$ cat config.mk
export PLATFORM = sky130hd
export DESIGN_NAME = vga_frame_timing_flat
export DESIGN_NICKNAME = d
export VERILOG_FILES = /design/src/rtl/vga_frame_timing_if.sv /design/src/rtl/vga_frame_timing.sv /design/src/flat_wrapper.sv
export SDC_FILE = /design/constraint.sdc
export NUM_CORES = 1
export LEC_CHECK = 0
export ABC_CLOCK_PERIOD_IN_PS = 7200
export BUFFER_PORTS_ARGS = -buffer_cell sky130_fd_sc_hd__buf_2
export CAP_MARGIN = 20
export CELL_PAD_IN_SITES_DETAIL_PLACEMENT = 0
export CELL_PAD_IN_SITES_GLOBAL_PLACEMENT = 1
export CORE_MARGIN = 2
export CORE_UTILIZATION = 44
export CTS_CLUSTER_SIZE = 30
export DETAILED_ROUTE_END_ITERATION = 7
export PLACE_DENSITY = 0.92
export SYNTH_ARGS = -nofsm -noshare
export SYNTH_HDL_FRONTEND = slang
export SYNTH_SLANG_ARGS = --single-unit
export TNS_END_PERCENT = 50
$ cat constraint.sdc
create_clock -name clk -period 7.2 [get_ports clk]
set_clock_uncertainty 0.2 [all_clocks]
set_input_delay 0.72 -clock clk [delete_from_list [all_inputs] [get_ports clk]]
set_output_delay 0.72 -clock clk [all_outputs]
set_load 0.01 [all_outputs]
$ cat src/rtl/vga_frame_timing_if.sv
// rtl/vga_frame_timing_if.sv - display timing bundle between the timing generator and pattern consumers
// Purpose: groups the pixel-timing outputs and the frame-advance controls into one bundle.
// Signals: pause, step      - frame-advance controls (consumer -> timing)
//          x, y             - pixel coordinates
//          active           - visible-area qualifier
//          hsync, vsync     - active-low syncs
//          next_frame       - one-cycle frame-advance pulse
//          frame_count      - number of next_frame pulses issued (wraps)
// Modports: master = timing generator, slave = consumer / controller.
interface vga_frame_timing_if;
   logic       pause;
   logic       step;
   logic [9:0] x;
   logic [9:0] y;
   logic       active;
   logic       hsync;
   logic       vsync;
   logic       next_frame;
   logic [7:0] frame_count;

   modport master (
      input  pause, step,
      output x, y, active, hsync, vsync, next_frame, frame_count
   );

   modport slave (
      output pause, step,
      input  x, y, active, hsync, vsync, next_frame, frame_count
   );
endinterface

$ cat src/rtl/vga_frame_timing.sv
// rtl/vga_frame_timing.sv - pixel/line counters, sync decode and divided frame-advance pulse
// Purpose: generates x/y pixel coordinates, active/hsync/vsync decodes and a one-cycle
//          next_frame pulse every FRAME_DIV unpaused frames, issued in the x=0,y=0 cycle.
// Ports:   clk      - pixel clock
//          rst_n    - asynchronous active-low reset
//          bus      - vga_frame_timing_if.master (pause, step in; x, y, active, hsync,
//                     vsync, next_frame, frame_count out)
// Option:  FRAME_STEP_EN - when defined, a synchronised rising edge of step while paused
//          forces one next_frame at the next frame end without touching the divider.
module vga_frame_timing #(
   parameter int H_ACTIVE  = 640,
   parameter int H_FP      = 16,
   parameter int H_SYNC    = 96,
   parameter int H_BP      = 48,
   parameter int V_ACTIVE  = 480,
   parameter int V_FP      = 10,
   parameter int V_SYNC    = 2,
   parameter int V_BP      = 33,
   parameter int FRAME_DIV = 2
) (
   input  logic               clk,
   input  logic               rst_n,
   vga_frame_timing_if.master bus
);
   localparam int H_TOTAL = H_ACTIVE + H_FP + H_SYNC + H_BP;
   localparam int V_TOTAL = V_ACTIVE + V_FP + V_SYNC + V_BP;

   localparam logic [9:0] X_LAST   = 10'(H_TOTAL - 1);
   localparam logic [9:0] Y_LAST   = 10'(V_TOTAL - 1);
   localparam logic [9:0] X_ACT    = 10'(H_ACTIVE);
   localparam logic [9:0] Y_ACT    = 10'(V_ACTIVE);
   localparam logic [9:0] HS_START = 10'(H_ACTIVE + H_FP);
   localparam logic [9:0] HS_END   = 10'(H_ACTIVE + H_FP + H_SYNC);
   localparam logic [9:0] VS_START = 10'(V_ACTIVE + V_FP);
   localparam logic [9:0] VS_END   = 10'(V_ACTIVE + V_FP + V_SYNC);
   localparam logic [3:0] DIV_LAST = 4'(FRAME_DIV - 1);

   logic [9:0] x_q;
   logic [9:0] y_q;
   logic [3:0] div_cnt;
   logic [7:0] frame_cnt;
   logic       next_q;
   logic       frame_end;
   logic       div_fire;
   logic       step_fire;
   logic       fire;

   assign frame_end = (x_q == X_LAST) && (y_q == Y_LAST);
   assign div_fire  = frame_end && !bus.pause && (div_cnt == DIV_LAST);
   assign fire      = div_fire || step_fire;

`ifdef FRAME_STEP_EN
   logic step_meta;
   logic step_sync;
   logic step_prev;
   logic step_pending;

   // A pending step only survives while paused; unpausing hands control back to the divider.
   always_ff @(posedge clk or negedge rst_n) begin
      if (!rst_n) begin
         step_meta    <= 1'b0;
         step_sync    <= 1'b0;
         step_prev    <= 1'b0;
         step_pending <= 1'b0;
      end else begin
         step_meta <= bus.step;
         step_sync <= step_meta;
         step_prev <= step_sync;
         if (!bus.pause)
            step_pending <= 1'b0;
         else if (frame_end && step_pending)
            step_pending <= 1'b0;
         else if (step_sync && !step_prev)
            step_pending <= 1'b1;
      end
   end

   assign step_fire = frame_end && bus.pause && step_pending;
`else
   logic unused_step;
   assign unused_step = bus.step;
   assign step_fire   = 1'b0;
`endif

   always_ff @(posedge clk or negedge rst_n) begin
      if (!rst_n) begin
         x_q       <= '0;
         y_q       <= '0;
         div_cnt   <= '0;
         frame_cnt <= '0;
         next_q    <= 1'b0;
      end else begin
         if (x_q == X_LAST) begin
            x_q <= '0;
            y_q <= (y_q == Y_LAST) ? '0 : y_q + 10'd1;
         end else begin
            x_q <= x_q + 10'd1;
         end
         // Divider only moves on unpaused frame ends; a step pulse leaves it untouched.
         if (frame_end && !bus.pause)
            div_cnt <= (div_cnt == DIV_LAST) ? '0 : div_cnt + 4'd1;
         next_q <= fire;
         if (fire)
            frame_cnt <= frame_cnt + 8'd1;
      end
   end

   assign bus.x           = x_q;
   assign bus.y           = y_q;
   assign bus.active      = (x_q < X_ACT) && (y_q < Y_ACT);
   assign bus.hsync       = !((x_q >= HS_START) && (x_q < HS_END));
   assign bus.vsync       = !((y_q >= VS_START) && (y_q < VS_END));
   assign bus.next_frame  = next_q;
   assign bus.frame_count = frame_cnt;
endmodule
$ cat src/flat_wrapper.sv
// flat-port wrapper written by rule: the top's interface ports become plain ports
module vga_frame_timing_flat 
#(
   parameter int H_ACTIVE  = 640,
   parameter int H_FP      = 16,
   parameter int H_SYNC    = 96,
   parameter int H_BP      = 48,
   parameter int V_ACTIVE  = 480,
   parameter int V_FP      = 10,
   parameter int V_SYNC    = 2,
   parameter int V_BP      = 33,
   parameter int FRAME_DIV = 2
)
  (clk, rst_n, bus_pause, bus_step, bus_x, bus_y, bus_active, bus_hsync, bus_vsync, bus_next_frame, bus_frame_count);
  vga_frame_timing_if bus_i ();
  input  logic clk;
  input  logic rst_n;
  input wire logic [$bits(bus_i.pause)-1:0] bus_pause;
  input wire logic [$bits(bus_i.step)-1:0] bus_step;
  output wire logic [$bits(bus_i.x)-1:0] bus_x;
  output wire logic [$bits(bus_i.y)-1:0] bus_y;
  output wire logic [$bits(bus_i.active)-1:0] bus_active;
  output wire logic [$bits(bus_i.hsync)-1:0] bus_hsync;
  output wire logic [$bits(bus_i.vsync)-1:0] bus_vsync;
  output wire logic [$bits(bus_i.next_frame)-1:0] bus_next_frame;
  output wire logic [$bits(bus_i.frame_count)-1:0] bus_frame_count;
  assign bus_i.pause = bus_pause;
  assign bus_i.step = bus_step;
  assign bus_x = bus_i.x;
  assign bus_y = bus_i.y;
  assign bus_active = bus_i.active;
  assign bus_hsync = bus_i.hsync;
  assign bus_vsync = bus_i.vsync;
  assign bus_next_frame = bus_i.next_frame;
  assign bus_frame_count = bus_i.frame_count;
  vga_frame_timing #(.H_ACTIVE(H_ACTIVE), .H_FP(H_FP), .H_SYNC(H_SYNC), .H_BP(H_BP), .V_ACTIVE(V_ACTIVE), .V_FP(V_FP), .V_SYNC(V_SYNC), .V_BP(V_BP), .FRAME_DIV(FRAME_DIV)) u_core (.clk(clk), .rst_n(rst_n), .bus(bus_i));
endmodule
==> results.toml, run 1 <==
[critical_path]
crit_fanout = 9
cp_slowest_stage_delay_ns = 0.57
critPathCaptureType = "flip-flop"
r2r-start = "u_core.bus.x[5]"
worstSetupEndpoint = "u_core.bus.frame_count[1]"
r2r-end = "u_core.bus.frame_count[1]"
slowest_stage = "or4b_4"
r2r_cells = 4
path_cells = "or4b_4, or3_4, nor4_4, mux2_2"
r2r_slack_ns = 4.57
critPathKind = "flip-flop to flip-flop"
worst_ep_arrival_time_ns = 2.67
cp-startpoint = "u_core.bus.x[5]"
required_ns = 7.24
cp-start-kind = "flip-flop"

[pwr]
power_density_nw_per_um2 = 179.7
peakVddDrop_mv = 0.1009
p_leak_nw = 0.9339
power.total_w = 0.0003363

[floorplanning]
die_y_um = 63.55
rows = 21
initial_core_util_pct = 46.39
die_area_um2 = 4039
die_w_um = 63.55
ios = 36
core_region_area_um2 = 3363

[layout]
seqCellArea_um2 = 825.8
drive_above_1_share_pct = 25.53
fillers = 346
final_common_cell = "buf_2"
nets = 196
multi_input_area_um2 = 699.4
area_growth_pct = 19.97
antenna-diode-count = 0
final_cell_mix = "buf_2, dfrtp_1, nor2_1, xnor2_1, nand2_1"
fin_util_pct = 55.65

[route]
viasPerCell = 5.239
drt_wl_total_um = 3114
dr.pass1.iters = 4
avgRoutedWirePerCell_um = 13.31
postRouteAntennaNets = 0
drc_errors = 0
drt-initial-drc-count = 80
via_count = 1226

[sta]
finalCritPeriodShare_pct = 36.59
setup_violations = 0
hold_viol_final = 0
hold-worst-slack_ns = 0.2108
slew_headroom_pct = 53.33
setup_tns_ns = 0
min_period_ns = 2.634
fmax_ghz = 0.3796
slew_violations = 0
rsz0062_at_grt = "false"
tightest_slew_ns = 0.7000

[clocking]
cts_resized = 0
hold_buffers = 0
numCtsBuffers = 5
postCtsSetupBuffers = 0
tritoncts = "yes"
cts_max_level = 2
clkTransAtPathRegs_ns = 0.10
clock_latency_ns = 0.34
clock_sinks = 33
cts_root_buf = "clkbuf_4"
clock_path_buffers = 2

[run]
maxCapViolations = 0

[logic_synthesis]
syn_inst = 147
ys_types = 25
avgSynthCellArea_um2 = 10.61
syn_area_um2 = 1560
synth_nets = 156
synth-seq-area-share_pct = 52.93
yosysWarnings = 0
synth_top_area_share_pct = 52.93
synth.largest_area_cell = "dfrtp_1"
synth_area_leaders = "dfrtp_1, xnor2_1, xor2_1"
ys_seq_elements = 33

[min_path]
hp-class = "input port to async pin"

[global_route]
grt_antenna_before_repair = 0
grt_max_degree = 34
grt.overflow.total = 0
grt_pass1_vias = 1166
grt_use_total_pct = 17.39
grt_first_pass_wirelength_um = 5388

[placed_design]
port-buffer-count = 34
globalplace.congestion = 0.8334
hpwl_um = 2249

[run_status]
status = "finished clean"
-- cells in the mapped netlist --
cell and instances:
dfrtp_1 33, nor2_1 14, xnor2_1 13, nand2_1 12
nand4_1 11, nand3_1 10, xor2_1 10, nor3_1 9
inv_1 7, o21ai_0 6, ha_1 5, and3_1 2
mux2_2 2, o21a_1 2, and2_2 1, and4b_1 1
clkbuf_1 1, clkbuf_2 1, nand3b_1 1, nor2b_1 1
nor4_4 1, nor4b_1 1, o31ai_1 1, or3_4 1
or4b_4 1
-- where the power goes --
| group | switching, W | internal, W | leakage, nW | total, W |
|---|---|---|---|---|
| registers | 0.000000157 | 0.000185 | 0.444 | 0.000186 |
| logic | 0.00000411 | 0.000000714 | 0.444 | 0.00000482 |
| clock network | 0.0000629 | 0.0000829 | 0.0455 | 0.000146 |
| total | 0.0000672 | 0.000269 | 0.934 | 0.000336 |
-- sequential cells by signal, indices dropped and copies added (netlist names) --
| register | flops |
|---|---|
| u_core.bus.x | 10 |
| u_core.bus.y | 10 |
| u_core.bus.frame_count | 8 |
| u_core.bus.next_frame | 1 |
| u_core.div_cnt | 4 |
-- worst max-delay path: cells and delay by family, from the launching register on --
kind	cells	cell delay, ns
AND/OR/NAND/NOR	3	1.48
flip-flops	1	0.46
multiplexers	1	0.39
-- per-layer routing --
| metal | wire length, µm | up-vias | GRT usage (%) |
|---|---|---|---|
| met2 | 1486 | 38 | 28.68 |
| met5 | 0 | - | 0 |
| li1 | - | 580 | - |
| met4 | 53 | 0 | 6.250 |
| met1 | 1402 | 601 | 21.11 |
| met3 | 172 | 7 | 5.893 |
-- worst min-delay path by stage --
| stage | from | to | slack (ns) | depth (start not counted) |
|---|---|---|---|---|
| after CTS | rst_n | u_core.bus.y[7] | 0.24 | 1 |
| after global placement | u_core.div_cnt[0] | u_core.div_cnt[0] | 0.25 | 1 |
| final | rst_n | u_core.bus.y[6] | 0.21 | 1 |
| after global routing | rst_n | u_core.bus.y[7] | 0.26 | 1 |
| after floorplan | rst_n | u_core.bus.frame_count[0] | 0.22 | 0 |
| after detailed placement | u_core.div_cnt[0] | u_core.div_cnt[0] | 0.25 | 1 |
-- stage by stage --
| step | area, µm² | cells | setup slack (ns) |
|---|---|---|---|
| after floorplan | 1560 | 147 | 4.680 |
| after global placement | 1787 | 226 | 4.596 |
| after detailed placement | 1787 | 226 | 4.565 |
| after CTS | 1872 | 234 | 4.562 |
| after global routing | 1872 | 234 | 4.463 |
| final | 1872 | 234 | 4.566 |
-- logic make-up after synthesis --
family / synth area share (%)
xor+xnor: 12.91
buf+inv: 2.245
compound gates: 3.368
flops: 52.93
mux: 1.443
simple gates: 23.10
fa+ha+maj: 4.010
-- final cells by class --
type	instances	share of cell area, %
multi-input cells	105	37.37
repair buffers	35	9.492
clock inverters	1	1.604
flip-flops and latches	33	44.12
inverters	7	1.404
well taps	46	3.075
clock buffers	7	2.941
No activity file was read; power rests on OpenSTA's default activity.
==> run 2: changes to the inputs <==
--- a/config.mk
+++ b/config.mk
@@ -5,16 +5,16 @@
 export SDC_FILE = /design/constraint.sdc
 export NUM_CORES = 1
 export LEC_CHECK = 0
-export ABC_CLOCK_PERIOD_IN_PS = 7200
+export ABC_CLOCK_PERIOD_IN_PS = 2300
 export BUFFER_PORTS_ARGS = -buffer_cell sky130_fd_sc_hd__buf_2
 export CAP_MARGIN = 20
 export CELL_PAD_IN_SITES_DETAIL_PLACEMENT = 0
 export CELL_PAD_IN_SITES_GLOBAL_PLACEMENT = 1
 export CORE_MARGIN = 2
-export CORE_UTILIZATION = 44
+export CORE_UTILIZATION = 37
 export CTS_CLUSTER_SIZE = 30
 export DETAILED_ROUTE_END_ITERATION = 7
-export PLACE_DENSITY = 0.92
+export PLACE_DENSITY = 0.83
 export SYNTH_ARGS = -nofsm -noshare
 export SYNTH_HDL_FRONTEND = slang
 export SYNTH_SLANG_ARGS = --single-unit
==> constraint.sdc (replaced) <==
create_clock -name clk -period 2.3 [get_ports clk]
set_clock_uncertainty 0.2 [all_clocks]
set_input_delay 0.23 -clock clk [delete_from_list [all_inputs] [get_ports clk]]
set_output_delay 0.23 -clock clk [all_outputs]
set_load 0.01 [all_outputs]
==> run 2 against run 1 <==
Compared with the run above:
- register-to-register slack worse by 4.5 ns
- combinational power grew to 3.4 times the previous value
- die area is 18% higher
- fmax is 15% higher
- clock power grew to 3.1 times the previous value
==> results.toml, run 2 (synthesis gave the netlist of run 1 again) <==
[sta]
fmax_ghz = 0.4384
rsz0062_at_grt = "true"
slew_headroom_pct = 52.05
fin_ws_ns = 0.01887
setup_violations = 0
hold-worst-slack_ns = 0.06152
finalCritPeriodShare_pct = 99.18
min_period_ns = 2.281
tightest_slew_ns = 0.7192
slew_violations = 0
hold_viol_final = 0

[clocking]
clock_path_buffers = 2
cts_root_buf = "clkbuf_8"
clock_sinks = 33
clock_latency_ns = 0.29
numCtsBuffers = 5
cts_max_level = 2
tritoncts = "yes"
clkTransAtPathRegs_ns = 0.07

[layout]
fin_util_pct = 50.03
fillers = 403
fin_cells = 254
final_cell_mix = "buf_2, dfrtp_1, buf_4, nor2_1, xnor2_1"
final_common_cell = "buf_2"
nets = 212
area_growth_pct = 29.19
drive_above_1_share_pct = 31.37
antenna-diode-count = 0

[pwr]
comb_power_share_pct = 1.6
power_density_nw_per_um2 = 520.4
peakVddDrop_mv = 0.2647
p_int_w = 0.0008286
p_seq_share_pct = 55.5
swShare_pct = 21.01
p_sw_w = 0.0002205
clockPowerShare_pct = 43.0
power.total_w = 0.001049
p_leak_nw = 1.014

[global_route]
grt_first_pass_wirelength_um = 5333
grt.overflow.total = 0
grt_use_total_pct = 15.78
grt_pass1_vias = 1212
grt_antenna_before_repair = 0
grt_max_degree = 34

[floorplanning]
die_area_um2 = 4752
die_y_um = 68.94
die_w_um = 68.94
ios = 36
initial_core_util_pct = 38.73
core_region_area_um2 = 4029
rows = 23

[placed_design]
hpwl_um = 2298
globalplace.congestion = 0.7420
port-buffer-count = 34
place_worst_setup_slack_ns = 0.01395
placedCellCount = 244

[critical_path]
required_ns = 2.27
worst_ep_arrival_time_ns = 2.25
critPathKind = "flip-flop to flip-flop"
slowest_stage = "or4b_4"
cp_slowest_stage_delay_ns = 0.55
cp-start-kind = "flip-flop"
crit_fanout = 9
critPathCaptureType = "flip-flop"
path_cells = "or4b_4, or3_4, nor4_4, buf_6, mux2_4"

[route]
via_count = 1256
drc_errors = 0
drt_wl_total_um = 3184
viasPerCell = 4.945
postRouteAntennaNets = 0
drt-initial-drc-count = 60
dr.pass1.iters = 4
avgRoutedWirePerCell_um = 12.54

[run]
maxCapViolations = 0

[run_status]
status = "finished clean"

[min_path]
hp-class = "input port to flip-flop"
==> run 2: cell count changes in the layout (fill, tap and decap cells not counted), sizes merged <==
cell / delta
buf: +15
bufinv: -1
clkbuf: +1
dlygate4sd3: +1
==> run 2: path summary, 6_finish.rpt <==
path,start,to,slack (ns),cells past startpoint
max in group asynchronous,rst_n,u_core.bus.x[5],1.08,2
min in group asynchronous,rst_n,u_core.bus.x[7],0.32,2
worst min register to register,u_core.div_cnt[0],u_core.div_cnt[0],0.26,1
worst min-delay path,bus_pause,u_core.div_cnt[0],0.06,3
worst max-delay path,u_core.bus.x[5],u_core.bus.frame_count[1],0.02,5
worst max register to register,u_core.bus.x[5],u_core.bus.frame_count[1],0.02,5
==> run 2: critical path: cells and delay by family (launching register included) <==
family	cells	cell delay, ns
buf+inv	1	0.17
flops	1	0.40
simple gates	3	1.08
mux	1	0.30
==> run 2: metrics by stage <==
step                      setup TNS, ns  area [µm²]
after floorplan                 -0.2027        1574
after global placement                0        1902
after detailed placement              0        1902
after CTS                             0        2006
after global routing            -0.1700        2016
final                                 0        2016
==> run 2: cell type report <==
class / count / area, µm² / share of cell area, %
sequential: 33 / 827.0 / 41.03
multi-input combinational: 105 / 705.7 / 35.01
timing repair buffer: 51 / 304.0 / 15.08
clock buffer: 8 / 90.09 / 4.469
tap: 50 / 62.56 / 3.104
inverter: 7 / 26.28 / 1.304
==> run 2: power groups by stage <==
stage,clock network [W],registers (W),logic [W]
4_1_cts,0.000463,0.000582,0.0000178
6_report,0.000451,0.000582,0.0000165
2_1_floorplan,0,0.000593,0.00000265
3_3_place_gp,0,0.000593,0.0000164
3_5_place_dp,0,0.000593,0.0000165
5_1_grt,0.000483,0.000581,0.0000195
==> run 2: timing repair <==
action / 4_1_cts / 5_1_grt
endpoints found under the hold margin: 33 / 0
gates resized for setup: 1 / 1
hold buffers: 1 / 0
cloned: 0 / 0
pin swaps: 0 / 1
endpoints found under the setup margin: 1 / 9
setup buffers: 0 / 1
==> run 2: routing by layer <==
metal	vias to the layer above	global-route usage (%)	part of all wire [%]
met3	8	4.221	4.7
li1	618	-	-
met5	-	0	0
met4	0	9.559	2.7
met1	602	18.82	46
met2	28	25.36	46
==> run 3: changes to the inputs <==
--- a/config.mk
+++ b/config.mk
@@ -5,13 +5,14 @@
 export SDC_FILE = /design/constraint.sdc
 export NUM_CORES = 1
 export LEC_CHECK = 0
+export ABC_AREA = 1
 export ABC_CLOCK_PERIOD_IN_PS = 2300
 export BUFFER_PORTS_ARGS = -buffer_cell sky130_fd_sc_hd__buf_2
 export CAP_MARGIN = 20
 export CELL_PAD_IN_SITES_DETAIL_PLACEMENT = 0
 export CELL_PAD_IN_SITES_GLOBAL_PLACEMENT = 1
 export CORE_MARGIN = 2
-export CORE_UTILIZATION = 37
+export CORE_UTILIZATION = 36
 export CTS_CLUSTER_SIZE = 30
 export DETAILED_ROUTE_END_ITERATION = 7
 export PLACE_DENSITY = 0.83
==> run 3 against run 2 <==
Compared with the run above:
- worst hold slack gained 0.25 ns
- via count rose by 38%
- cell area rose by 15%
- setup slack better by 0.35 ns
- first-iteration DRC count rose by 37%
- combinational power up 20%
- utilization is 5.6 points lower
- non-clock buffer count shrank 15
- fmax is 18% higher
- flip-flop and latch count unchanged
- count of clock-buffer cells in the layout fell by 2
- critical path type unchanged
- critical endpoint is now u_core.bus.y[4]
==> results.toml, run 3 <==
[pwr]
p_int_w = 0.0007933
clockPowerShare_pct = 41.5
p_seq_share_pct = 56.5
p_sw_w = 0.0002330
power_density_nw_per_um2 = 443.9
comb_power_share_pct = 1.9
peakVddDrop_mv = 0.2629
swShare_pct = 22.70
p_leak_nw = 1.223

[floorplanning]
core_region_area_um2 = 5205
ios = 36
die_w_um = 77.94
die_area_um2 = 6075
initial_core_util_pct = 37.81
die_y_um = 77.94
rows = 26

[route]
met3WireLength_um = 182
drc_errors = 0
postRouteAntennaNets = 0
via_count = 1738
drt-initial-drc-count = 82
viasPerCell = 4.710
avgRoutedWirePerCell_um = 11.56
wl_met2_um = 1927
top_layer = "met4"
dr.pass1.iters = 4
drt_wl_total_um = 4266
wl_met1_um = 2067

[layout]
fin_cells = 369
seqCellArea_um2 = 825.8
multi_input_area_um2 = 982.2
drive_above_1_share_pct = 18.73
antenna-diode-count = 0
final_common_cell = "nand2_1"
area_growth_pct = 17.48
nets = 307
fillers = 560
final_cell_mix = "nand2_1, inv_1, buf_2, dfrtp_1, nor2_1"

[sta]
fin_ws_ns = 0.3670
slew_headroom_pct = 49.29
setup_tns_ns = 0
slew_violations = 0
hold_viol_final = 0
hold-worst-slack_ns = 0.3105
tightest_slew_ns = 0.7607
setup_violations = 0
fmax_ghz = 0.5173
min_period_ns = 1.933
finalCritPeriodShare_pct = 84.04
rsz0062_at_grt = "false"

[clocking]
postCtsSetupBuffers = 0
clock_path_buffers = 2
cts_root_buf = "clkbuf_8"
hold_buffers = 2
cts_max_level = 2
tritoncts = "yes"
clkTransAtPathRegs_ns = 0.07
numCtsBuffers = 5
clock_latency_ns = 0.29
clock_sinks = 33
cts_resized = 0

[logic_synthesis]
synth_area_leaders = "dfrtp_1, nand2_1, inv_1"
ys_types = 30
synth.largest_area_cell = "dfrtp_1"
synth-seq-area-share_pct = 41.96
synthTopCellsByCount = "nand2_1, inv_1, dfrtp_1, nor2_1, nand3_1"
avgSynthCellArea_um2 = 7.628
synth_nets = 267
synth_edf_count = 0
syn_area_um2 = 1968
synth_top_area_share_pct = 41.96
synthArstFlopShare_pct = 100.0
syn_inst = 258
ys_seq_elements = 33
synthFlopType = "dfrtp_1"
synth_most_common_cell = "nand2_1"
yosysWarnings = 0

[global_route]
grt_pass1_vias = 1628
grt_first_pass_wirelength_um = 7431
grt.overflow.total = 0
grt_max_degree = 34
grt_use_total_pct = 15.51
grt_antenna_before_repair = 0

[critical_path]
cp-start-kind = "flip-flop"
worst_ep_arrival_time_ns = 1.94
crit_path_frequent_cell = "inv_1"
path_cells = "ha_1, nand3_1, inv_1, nand3_4, inv_1, nand4_1, o21ai_0"
cp_top_family = "buffers and inverters"
cp_slowest_stage_delay_ns = 0.41
path_buf_inv = 2
crit_fanout = 11
required_ns = 2.31
slowest_stage = "dfrtp_1"
critPathKind = "flip-flop to flip-flop"
critPathCaptureType = "flip-flop"

[run]
maxCapViolations = 0

[placed_design]
placedCellCount = 359
port-buffer-count = 34
globalplace.congestion = 0.7758
place_worst_setup_slack_ns = 0.3885
hpwl_um = 3143

[min_path]
hp-class = "flip-flop to flip-flop"

[run_status]
status = "finished clean"
## run 3: cell types whose count changed after synthesis, moves of 5 or more
cell | previous run | this run
nor2_1 | 14 | 26
o21ai_0 | 6 | 11
nand2_1 | 12 | 76
xnor2_1 | 13 | 2
nand3_1 | 10 | 16
inv_1 | 7 | 34
## run 3: path summary, 6_finish.rpt
| path | startpoint | to | slack (ns) | cells past startpoint |
|---|---|---|---|---|
| setup / recovery | u_core.bus.x[0] | u_core.bus.y[4] | 0.37 | 7 |
| hold / removal | u_core.bus.x[2] | u_core.bus.x[2] | 0.31 | 1 |
| setup reg to reg | u_core.bus.x[0] | u_core.bus.y[4] | 0.37 | 7 |
| hold reg to reg | u_core.bus.x[2] | u_core.bus.x[2] | 0.31 | 1 |
| max in group asynchronous | rst_n | u_core.bus.frame_count[0] | 1.08 | 2 |
| min in group asynchronous | rst_n | u_core.bus.y[8] | 0.34 | 2 |
## run 3: kinds of logic (layout without fill, tap and decap cells)
logic type | after synthesis | count (layout) | synth area share (%)
AO/OA/AOI/OAI | 18 | 18 | 4.895
XOR/XNOR | 10 | 10 | 4.450
adder cells (fa/ha/maj) | 5 | 5 | 3.179
buffers and inverters | 41 | 82 | 8.137
flip-flops | 33 | 33 | 41.96
AND/OR/NAND/NOR | 151 | 151 | 37.38
## run 3: power groups by stage
stage	Clock, W	Combinational [W]	Sequential, W
global placement	0	0.0000185	0.000591
finish	0.000426	0.0000198	0.000580
floorplan	0	0.00000391	0.000591
CTS	0.000446	0.0000209	0.000580
global route	0.000473	0.0000232	0.000580
detailed placement	0	0.0000183	0.000591
## run 3: area by class of cell
type                    instances  area share (%)
clock buffers                   6           3.139
flip-flops and latches         33           35.71
repair buffers                 36           8.225
well taps                      70           3.788
clock inverters                 2          0.4329
inverters                      38           6.223
multi-input cells             184           42.48
## run 3: per-layer routing
| metal | global-route usage (%) | vias up |
|---|---|---|
| li1 | - | 896 |
| met1 | 20.34 | 796 |
| met2 | 24.31 | 38 |
| met3 | 3.372 | 8 |
| met4 | 7.368 | 0 |
| met5 | 0 | - |
## run 3: worst register-to-register path: cells and delay by family (launching register included)
family | cells | cell delay [ns]
adders and majority gates | 1 | 0.21
buffers and inverters | 2 | 0.49
AOI/OAI and AO/OA | 1 | 0.09
and+or+nand+nor | 3 | 0.46
DFF | 1 | 0.41
## run 3: per-stage QoR
step                      utilization (%)   power, W  cell area (µm²)
after floorplan                         -  0.0005953             1968
after detailed placement            42.45  0.0006095             2210
after global routing                44.42   0.001075             2312
after global placement              42.45  0.0006097             2210
final                               44.42   0.001026             2312
after CTS                           44.42   0.001047             2312
